File: src/rtl/hv_adc_conv_ctrl.sv
`default_nettype none
// ============================================================================
// Module      : hv_adc_conv_ctrl
// Description : Periodic start-of-conversion sequencer for the two HV-side
//               ADCs. Runs a four-phase soc/rdy handshake with ADC1, then
//               ADC2, waits for the conversion period, and repeats.
//               Optional per-phase handshake timeout: HV_ADC_TMO_EN.
// Revision    : 1.0 - initial release
// ============================================================================
module hv_adc_conv_ctrl #(
    parameter int PERIOD_DW = 16,
    parameter int TMO_CYC   = 255
) (
    input  logic                 i_clk,
    input  logic                 i_rst,
    input  logic                 i_conv_en,
    input  logic [PERIOD_DW-1:0] i_period,
    input  logic                 i_ang_dgt_adc1_rdy,
    input  logic                 i_ang_dgt_adc2_rdy,
    input  logic                 i_tmo_clr,
    output logic                 o_dgt_ang_adc1_soc,
    output logic                 o_dgt_ang_adc2_soc,
    output logic                 o_adc1_done,
    output logic                 o_adc2_done,
    output logic [1:0]           o_tmo_flag,
    output logic                 o_ovr,
    output logic                 o_busy
);

    typedef enum logic [2:0] {
        S_IDLE = 3'd0,
        S_REQ1 = 3'd1,
        S_REL1 = 3'd2,
        S_REQ2 = 3'd3,
        S_REL2 = 3'd4,
        S_GAP  = 3'd5
    } state_t;

    localparam logic [PERIOD_DW:0]   c_prd_one = 1;
    localparam logic [PERIOD_DW-1:0] c_prd_inc = 1;

    state_t               state_q, state_d;
    logic [1:0]           sync1_q, sync1_d;
    logic [1:0]           sync2_q, sync2_d;
    logic [PERIOD_DW-1:0] prd_cnt_q, prd_cnt_d;
    logic                 soc1_q, soc1_d;
    logic                 soc2_q, soc2_d;
    logic                 done1_q, done1_d;
    logic                 done2_q, done2_d;
    logic                 ovr_q, ovr_d;
    logic                 busy_q, busy_d;

    logic                 w_rdy1;
    logic                 w_rdy2;
    logic                 w_prd_hit;
    logic [1:0]           w_tmo_set;
    logic [PERIOD_DW:0]   w_cnt_p1;

    assign w_rdy1 = sync1_q[1];
    assign w_rdy2 = sync2_q[1];

    // prd_cnt >= i_period - 1, evaluated as prd_cnt + 1 >= i_period so that
    // a period of 0 or 1 is always satisfied without underflow.
    assign w_cnt_p1  = {1'b0, prd_cnt_q} + c_prd_one;
    assign w_prd_hit = (w_cnt_p1 >= {1'b0, i_period});

`ifdef HV_ADC_TMO_EN
    localparam int                c_tmo_w    = $clog2(TMO_CYC + 1);
    localparam logic [c_tmo_w-1:0] c_tmo_last = c_tmo_w'(TMO_CYC - 1);
    localparam logic [c_tmo_w-1:0] c_tmo_inc  = 1;

    logic [c_tmo_w-1:0] tmo_cnt_q, tmo_cnt_d;
    logic [1:0]         tmo_flag_q, tmo_flag_d;
    logic               w_tmo_hit;

    // Phase has lasted TMO_CYC cycles; a completing handshake still wins.
    assign w_tmo_hit    = (tmo_cnt_q == c_tmo_last);
    assign w_tmo_set[0] = w_tmo_hit & (((state_q == S_REQ1) & ~w_rdy1) |
                                       ((state_q == S_REL1) &  w_rdy1));
    assign w_tmo_set[1] = w_tmo_hit & (((state_q == S_REQ2) & ~w_rdy2) |
                                       ((state_q == S_REL2) &  w_rdy2));

    // Per-phase counter restarts on each state change; sticky flags set wins over clear.
    always_comb begin
        tmo_cnt_d  = tmo_cnt_q;
        if (state_d != state_q) begin
            tmo_cnt_d = '0;
        end else if (!w_tmo_hit) begin
            tmo_cnt_d = tmo_cnt_q + c_tmo_inc;
        end
        tmo_flag_d = (tmo_flag_q & {2{~i_tmo_clr}}) | w_tmo_set;
    end

    // Timeout counter and sticky flag registers.
    always_ff @(posedge i_clk) begin
        if (i_rst) begin
            tmo_cnt_q  <= '0;
            tmo_flag_q <= 2'b00;
        end else begin
            tmo_cnt_q  <= tmo_cnt_d;
            tmo_flag_q <= tmo_flag_d;
        end
    end

    assign o_tmo_flag = tmo_flag_q;
`else
    logic [32:0] w_unused_tmo;

    assign w_tmo_set    = 2'b00;
    assign o_tmo_flag   = 2'b00;
    assign w_unused_tmo = {i_tmo_clr, 32'(TMO_CYC)};
`endif

    // Sequencer next state, period counter and registered output decodes.
    always_comb begin
        state_d = state_q;
        done1_d = 1'b0;
        done2_d = 1'b0;
        ovr_d   = 1'b0;
        sync1_d = {sync1_q[0], i_ang_dgt_adc1_rdy};
        sync2_d = {sync2_q[0], i_ang_dgt_adc2_rdy};
        case (state_q)
            S_IDLE: if (i_conv_en) state_d = S_REQ1;
            S_REQ1: begin
                if (w_rdy1)            state_d = S_REL1;
                else if (w_tmo_set[0]) state_d = i_conv_en ? S_REQ2 : S_IDLE;
            end
            S_REL1: begin
                if (!w_rdy1) begin
                    done1_d = 1'b1;
                    state_d = i_conv_en ? S_REQ2 : S_IDLE;
                end else if (w_tmo_set[0]) begin
                    state_d = i_conv_en ? S_REQ2 : S_IDLE;
                end
            end
            S_REQ2: begin
                if (w_rdy2) begin
                    state_d = S_REL2;
                end else if (w_tmo_set[1]) begin
                    state_d = i_conv_en ? S_GAP : S_IDLE;
                    ovr_d   = i_conv_en & w_prd_hit;
                end
            end
            S_REL2: begin
                if (!w_rdy2 || w_tmo_set[1]) begin
                    done2_d = ~w_rdy2;
                    state_d = i_conv_en ? S_GAP : S_IDLE;
                    ovr_d   = i_conv_en & w_prd_hit;
                end
            end
            S_GAP: begin
                if (!i_conv_en)     state_d = S_IDLE;
                else if (w_prd_hit) state_d = S_REQ1;
            end
            default: state_d = S_IDLE;
        endcase

        if ((state_d == S_REQ1) && (state_q != S_REQ1)) begin
            prd_cnt_d = '0;
        end else if (&prd_cnt_q) begin
            prd_cnt_d = prd_cnt_q;
        end else begin
            prd_cnt_d = prd_cnt_q + c_prd_inc;
        end

        soc1_d = (state_d == S_REQ1);
        soc2_d = (state_d == S_REQ2);
        busy_d = (state_d != S_IDLE);
    end

    // State, synchronizer, counter and output registers.
    always_ff @(posedge i_clk) begin
        if (i_rst) begin
            state_q   <= S_IDLE;
            sync1_q   <= 2'b00;
            sync2_q   <= 2'b00;
            prd_cnt_q <= '0;
            soc1_q    <= 1'b0;
            soc2_q    <= 1'b0;
            done1_q   <= 1'b0;
            done2_q   <= 1'b0;
            ovr_q     <= 1'b0;
            busy_q    <= 1'b0;
        end else begin
            state_q   <= state_d;
            sync1_q   <= sync1_d;
            sync2_q   <= sync2_d;
            prd_cnt_q <= prd_cnt_d;
            soc1_q    <= soc1_d;
            soc2_q    <= soc2_d;
            done1_q   <= done1_d;
            done2_q   <= done2_d;
            ovr_q     <= ovr_d;
            busy_q    <= busy_d;
        end
    end

    assign o_dgt_ang_adc1_soc = soc1_q;
    assign o_dgt_ang_adc2_soc = soc2_q;
    assign o_adc1_done        = done1_q;
    assign o_adc2_done        = done2_q;
    assign o_ovr              = ovr_q;
    assign o_busy             = busy_q;

endmodule
`default_nettype wire
File: config.mk
export PLATFORM = sky130hd
export DESIGN_NAME = hv_adc_conv_ctrl
export DESIGN_NICKNAME = d
export VERILOG_FILES = /design/src/rtl/hv_adc_conv_ctrl.sv
export SDC_FILE = /design/constraint.sdc
export NUM_CORES = 1
export LEC_CHECK = 0
export CORE_MARGIN = 10
export CORE_UTILIZATION = 45
export DETAILED_ROUTE_END_ITERATION = 10
export PLACE_DENSITY = 0.7
export SYNTH_ARGS = -nofsm -noshare
export SYNTH_HDL_FRONTEND = slang
export SYNTH_SLANG_ARGS = --single-unit
File: constraint.sdc
create_clock -name i_clk -period 2.9 [get_ports i_clk]
set_clock_uncertainty 0.1 [all_clocks]
set_input_delay 0.58 -clock i_clk [delete_from_list [all_inputs] [get_ports i_clk]]
set_output_delay 0.58 -clock i_clk [all_outputs]
set_load 0.005 [all_outputs]
==> flow_summary_export.csv <==
group,metric,value,unit
outcome,status,"complete, no violations",
yosys,synth_cell_type_count,43,
drt,post_drt_wl_per_cell,13.2,µm
grt,grt_pass1_vias,1638,
sta,grt_setup_unrepaired,"yes",
drt,routed_wl,4.10,mm
power_and_ir_drop,p_total,931,µW
place,dp_slack,-0.0506,ns
drt,drt_iter0_drc,49,
grt,grt_pass1_wl,7.13,mm
clocking,cts_tree,"built",
sta,hold_viol_final,0,
yosys,synth_cells,206,
critical_path,critical_path.top_delay_family,"simple AND/OR/NAND/NOR gates",
critical_path,cp.required,3.00,ns
yosys,synth_edf_count,0,
yosys,synth_ff_type,"dfxtp_1",
sta,relSlewSlack,52.4,%
power_and_ir_drop,ir_drop,0.308,mV
critical_path,crit_chain,"nand4_4, or3_4, or4_4, xnor2_1, ha_1, and3_4, a211oi_4, o2111ai_4, buf_12, a21oi_1",
clocking,cts_buffers,5,
drt,ant_nets,0,
finish,fin_area,0.00251,mm²
power_and_ir_drop,p_per_area,370,mW/mm²
yosys,ys_seq_elements,29,
critical_path,path_depth,10,
critical_path,r2r-end,"prd_cnt_q[7]",
drt,dr.pass1.iters,4,
yosys,synth.most_common_cell,"dfxtp_1",
clocking,htreeDepth,2,
grt,grt_antenna_before_repair,0,
sta,period_minus_slack,2.84,ns
clocking,clock-sinks,29,
floorplan,die_w,82.7,µm
critical_path,r2r_start,"prd_cnt_q[11]",
sta,worst_pin_slew,0.714,ns
critical_path,critical_path.slowest_cell,"or4_4",
yosys,syn-mean-instance-area,8.59,µm²
grt,grt_max_degree,17,
clocking,hold_buffers,0,
critical_path,worst_ep_arrival_time,2.94,ns
sta,hold_ws,0.346,ns
finish,final_core_util,67.2,%
yosys,yosys-top-cells-area,"dfxtp_1 (33%), ha_1 (12%), a21oi_1 (6.2%)",
yosys,async_flop_share,0,%
sta,fmax,352,MHz
finish,fin_cells,311,
critical_path,endpoint,"prd_cnt_q[7]",
sta,drv_slew,0,
critical_path,crit_start,"prd_cnt_q[11]",
clocking,cts_root_buffer,"clkbuf_8",
finish,layout.nets,302,
floorplan,start_util,47.3,%
critical_path,critPathMaxFanout,16,
drt,routed_via_density,5.13,
critical_path,end_kind,"register",
grt,grtUsageTotal,13.0,%
floorplan,placementRows,22,
place,place_congestion,0.838,
critical_path,r2r_slack,0.06,ns
place,portBuffers,26,
hold_path,hold_class,"reg -> reg",
drt,vias,1595,
critical_path,crit_type,"reg -> reg",
critical_path,path_buf_inv,1,
clocking,path_clk_slew,0.06,ns
floorplan,ios,30,
floorplan,coreArea,0.00374,mm²
drt,drc_errors,0,
critical_path,cp-start-kind,"register",
place,hpwl,2.99,mm
sta,setup_tns,0,ns
clocking,worstSkewPairLatency,0.28,ns
sta,period_share,97.9,%
grt,globalRouteOverflowTotal,0,
finish,syn2layout_area_growth,42.1,%
finish,antennaDiodeCount,0,
yosys,yosysTopAreaCellShare,32.8,%
yosys,synth_top_area_cell,"dfxtp_1",
floorplan,dieArea,0.00684,mm²
yosys,seq_area_frac_synth,32.8,%
yosys,synthTopCellsByCount,"dfxtp_1 (29), inv_1 (24), a21oi_1 (22), nor2_1 (22), ha_1 (17)",
yosys,ys_warn_count,0,
sta,setup_viol,0,
critical_path,worst_path_largest_cell_delay,0.43,ns
critical_path,r2r_cells,10,
finish,layout-drive-gt1-share,25.1,%
clocking,clockBufferDepth,2,
sta,setup_ws,0.0616,ns
power_and_ir_drop,p_leak,1.18,nW
run,maxCapViolCount,0,
place,dp_cells,302,
floorplan,die_h,82.7,µm
place,postPlaceCellArea,0.00229,mm²
yosys,synth_area,0.00177,mm²
==> kinds of logic (layout without fill, tap and decap cells) <==
kind of cell | count (synthesis) | after routing | share of synthesized area (%)
buffers and inverters | 32 | 88 | 7.71
adder cells (fa/ha/maj) | 17 | 17 | 12.0
other | 1 | 2 | 0.212
AO/OA/AOI/OAI | 42 | 42 | 16.8
XOR/XNOR | 15 | 15 | 7.43
flip-flops | 29 | 29 | 32.8
multiplexers | 2 | 2 | 1.13
AND/OR/NAND/NOR | 68 | 68 | 21.9
==> area by class of cell <==
class	count	area, µm²
sequential	29	586
clock inverter	2	35.0
multi-input combinational	146	1160
timing repair buffer	57	518
clock buffer	5	68.8
inverter	24	90.1
fill	314	1230
tap	48	60.1
==> per-layer routing <==
metal	vias to the layer above	wire length, µm	global-route usage [%]
met5	-	0	0
met2	26	2040	21.1
met3	7	223	4.00
li1	813	-	-
met4	0	43	4.18
met1	749	1790	15.8
==> sequential cells by signal, indices dropped and copies added, names as in the netlist, 2 cells and up <==
signal and count:
prd_cnt_q 16, sync2_q 2, state_q 3, sync1_q 2
==> cell usage in the layout (no fill, tap or decap), types with 2 or more instances in the layout <==
| master | count |
|---|---|
| buf_12 | 2 |
| ha_1 | 16 |
| conb_1 | 2 |
| nor2_1 | 22 |
| nand2_1 | 7 |
| a31oi_1 | 2 |
| mux2i_1 | 2 |
| o211ai_1 | 2 |
| dfxtp_1 | 25 |
| buf_4 | 29 |
| and3_1 | 2 |
| a21oi_2 | 6 |
| a21o_1 | 4 |
| o21ai_0 | 2 |
| nor2b_1 | 5 |
| a21oi_1 | 16 |
| nand3_1 | 4 |
| nand4_1 | 3 |
| xor2_1 | 7 |
| clkbuf_8 | 5 |
| nand2b_1 | 3 |
| nor3_2 | 2 |
| clkdlybuf4s50_1 | 26 |
| inv_1 | 24 |
| nand3b_1 | 2 |
| dfxtp_2 | 4 |
| nand4_4 | 2 |
| nor3_1 | 5 |
| xnor2_1 | 6 |
==> report_power, final <==
group / total (mW) / switching (mW) / internal [mW]
clock: 0.397 / 0.148 / 0.249
combinational: 0.116 / 0.0498 / 0.0661
sequential: 0.418 / 0.00869 / 0.409
==> worst min path at each step <==
| stage | startpoint | to | slack [ns] | cells past startpoint |
|---|---|---|---|---|
| floorplan | sync1_q[0] | sync1_q[1] | 0.31 | 1 |
| global route | sync1_q[0] | sync1_q[1] | 0.36 | 1 |
| detailed placement | sync1_q[0] | sync1_q[1] | 0.33 | 1 |
| finish | sync1_q[0] | sync1_q[1] | 0.35 | 1 |
| CTS | sync2_q[0] | sync2_q[1] | 0.35 | 1 |
| global placement | sync1_q[0] | sync1_q[1] | 0.32 | 1 |
==> repair_timing <==
item	CTS	global route
gates cloned	0	0
resized for setup	4	22
setup buffers	1	1
hold endpoints to repair	0	0
pin swaps	3	6
setup endpoints to repair	18	19
Power figures use the tool's default switching activity.
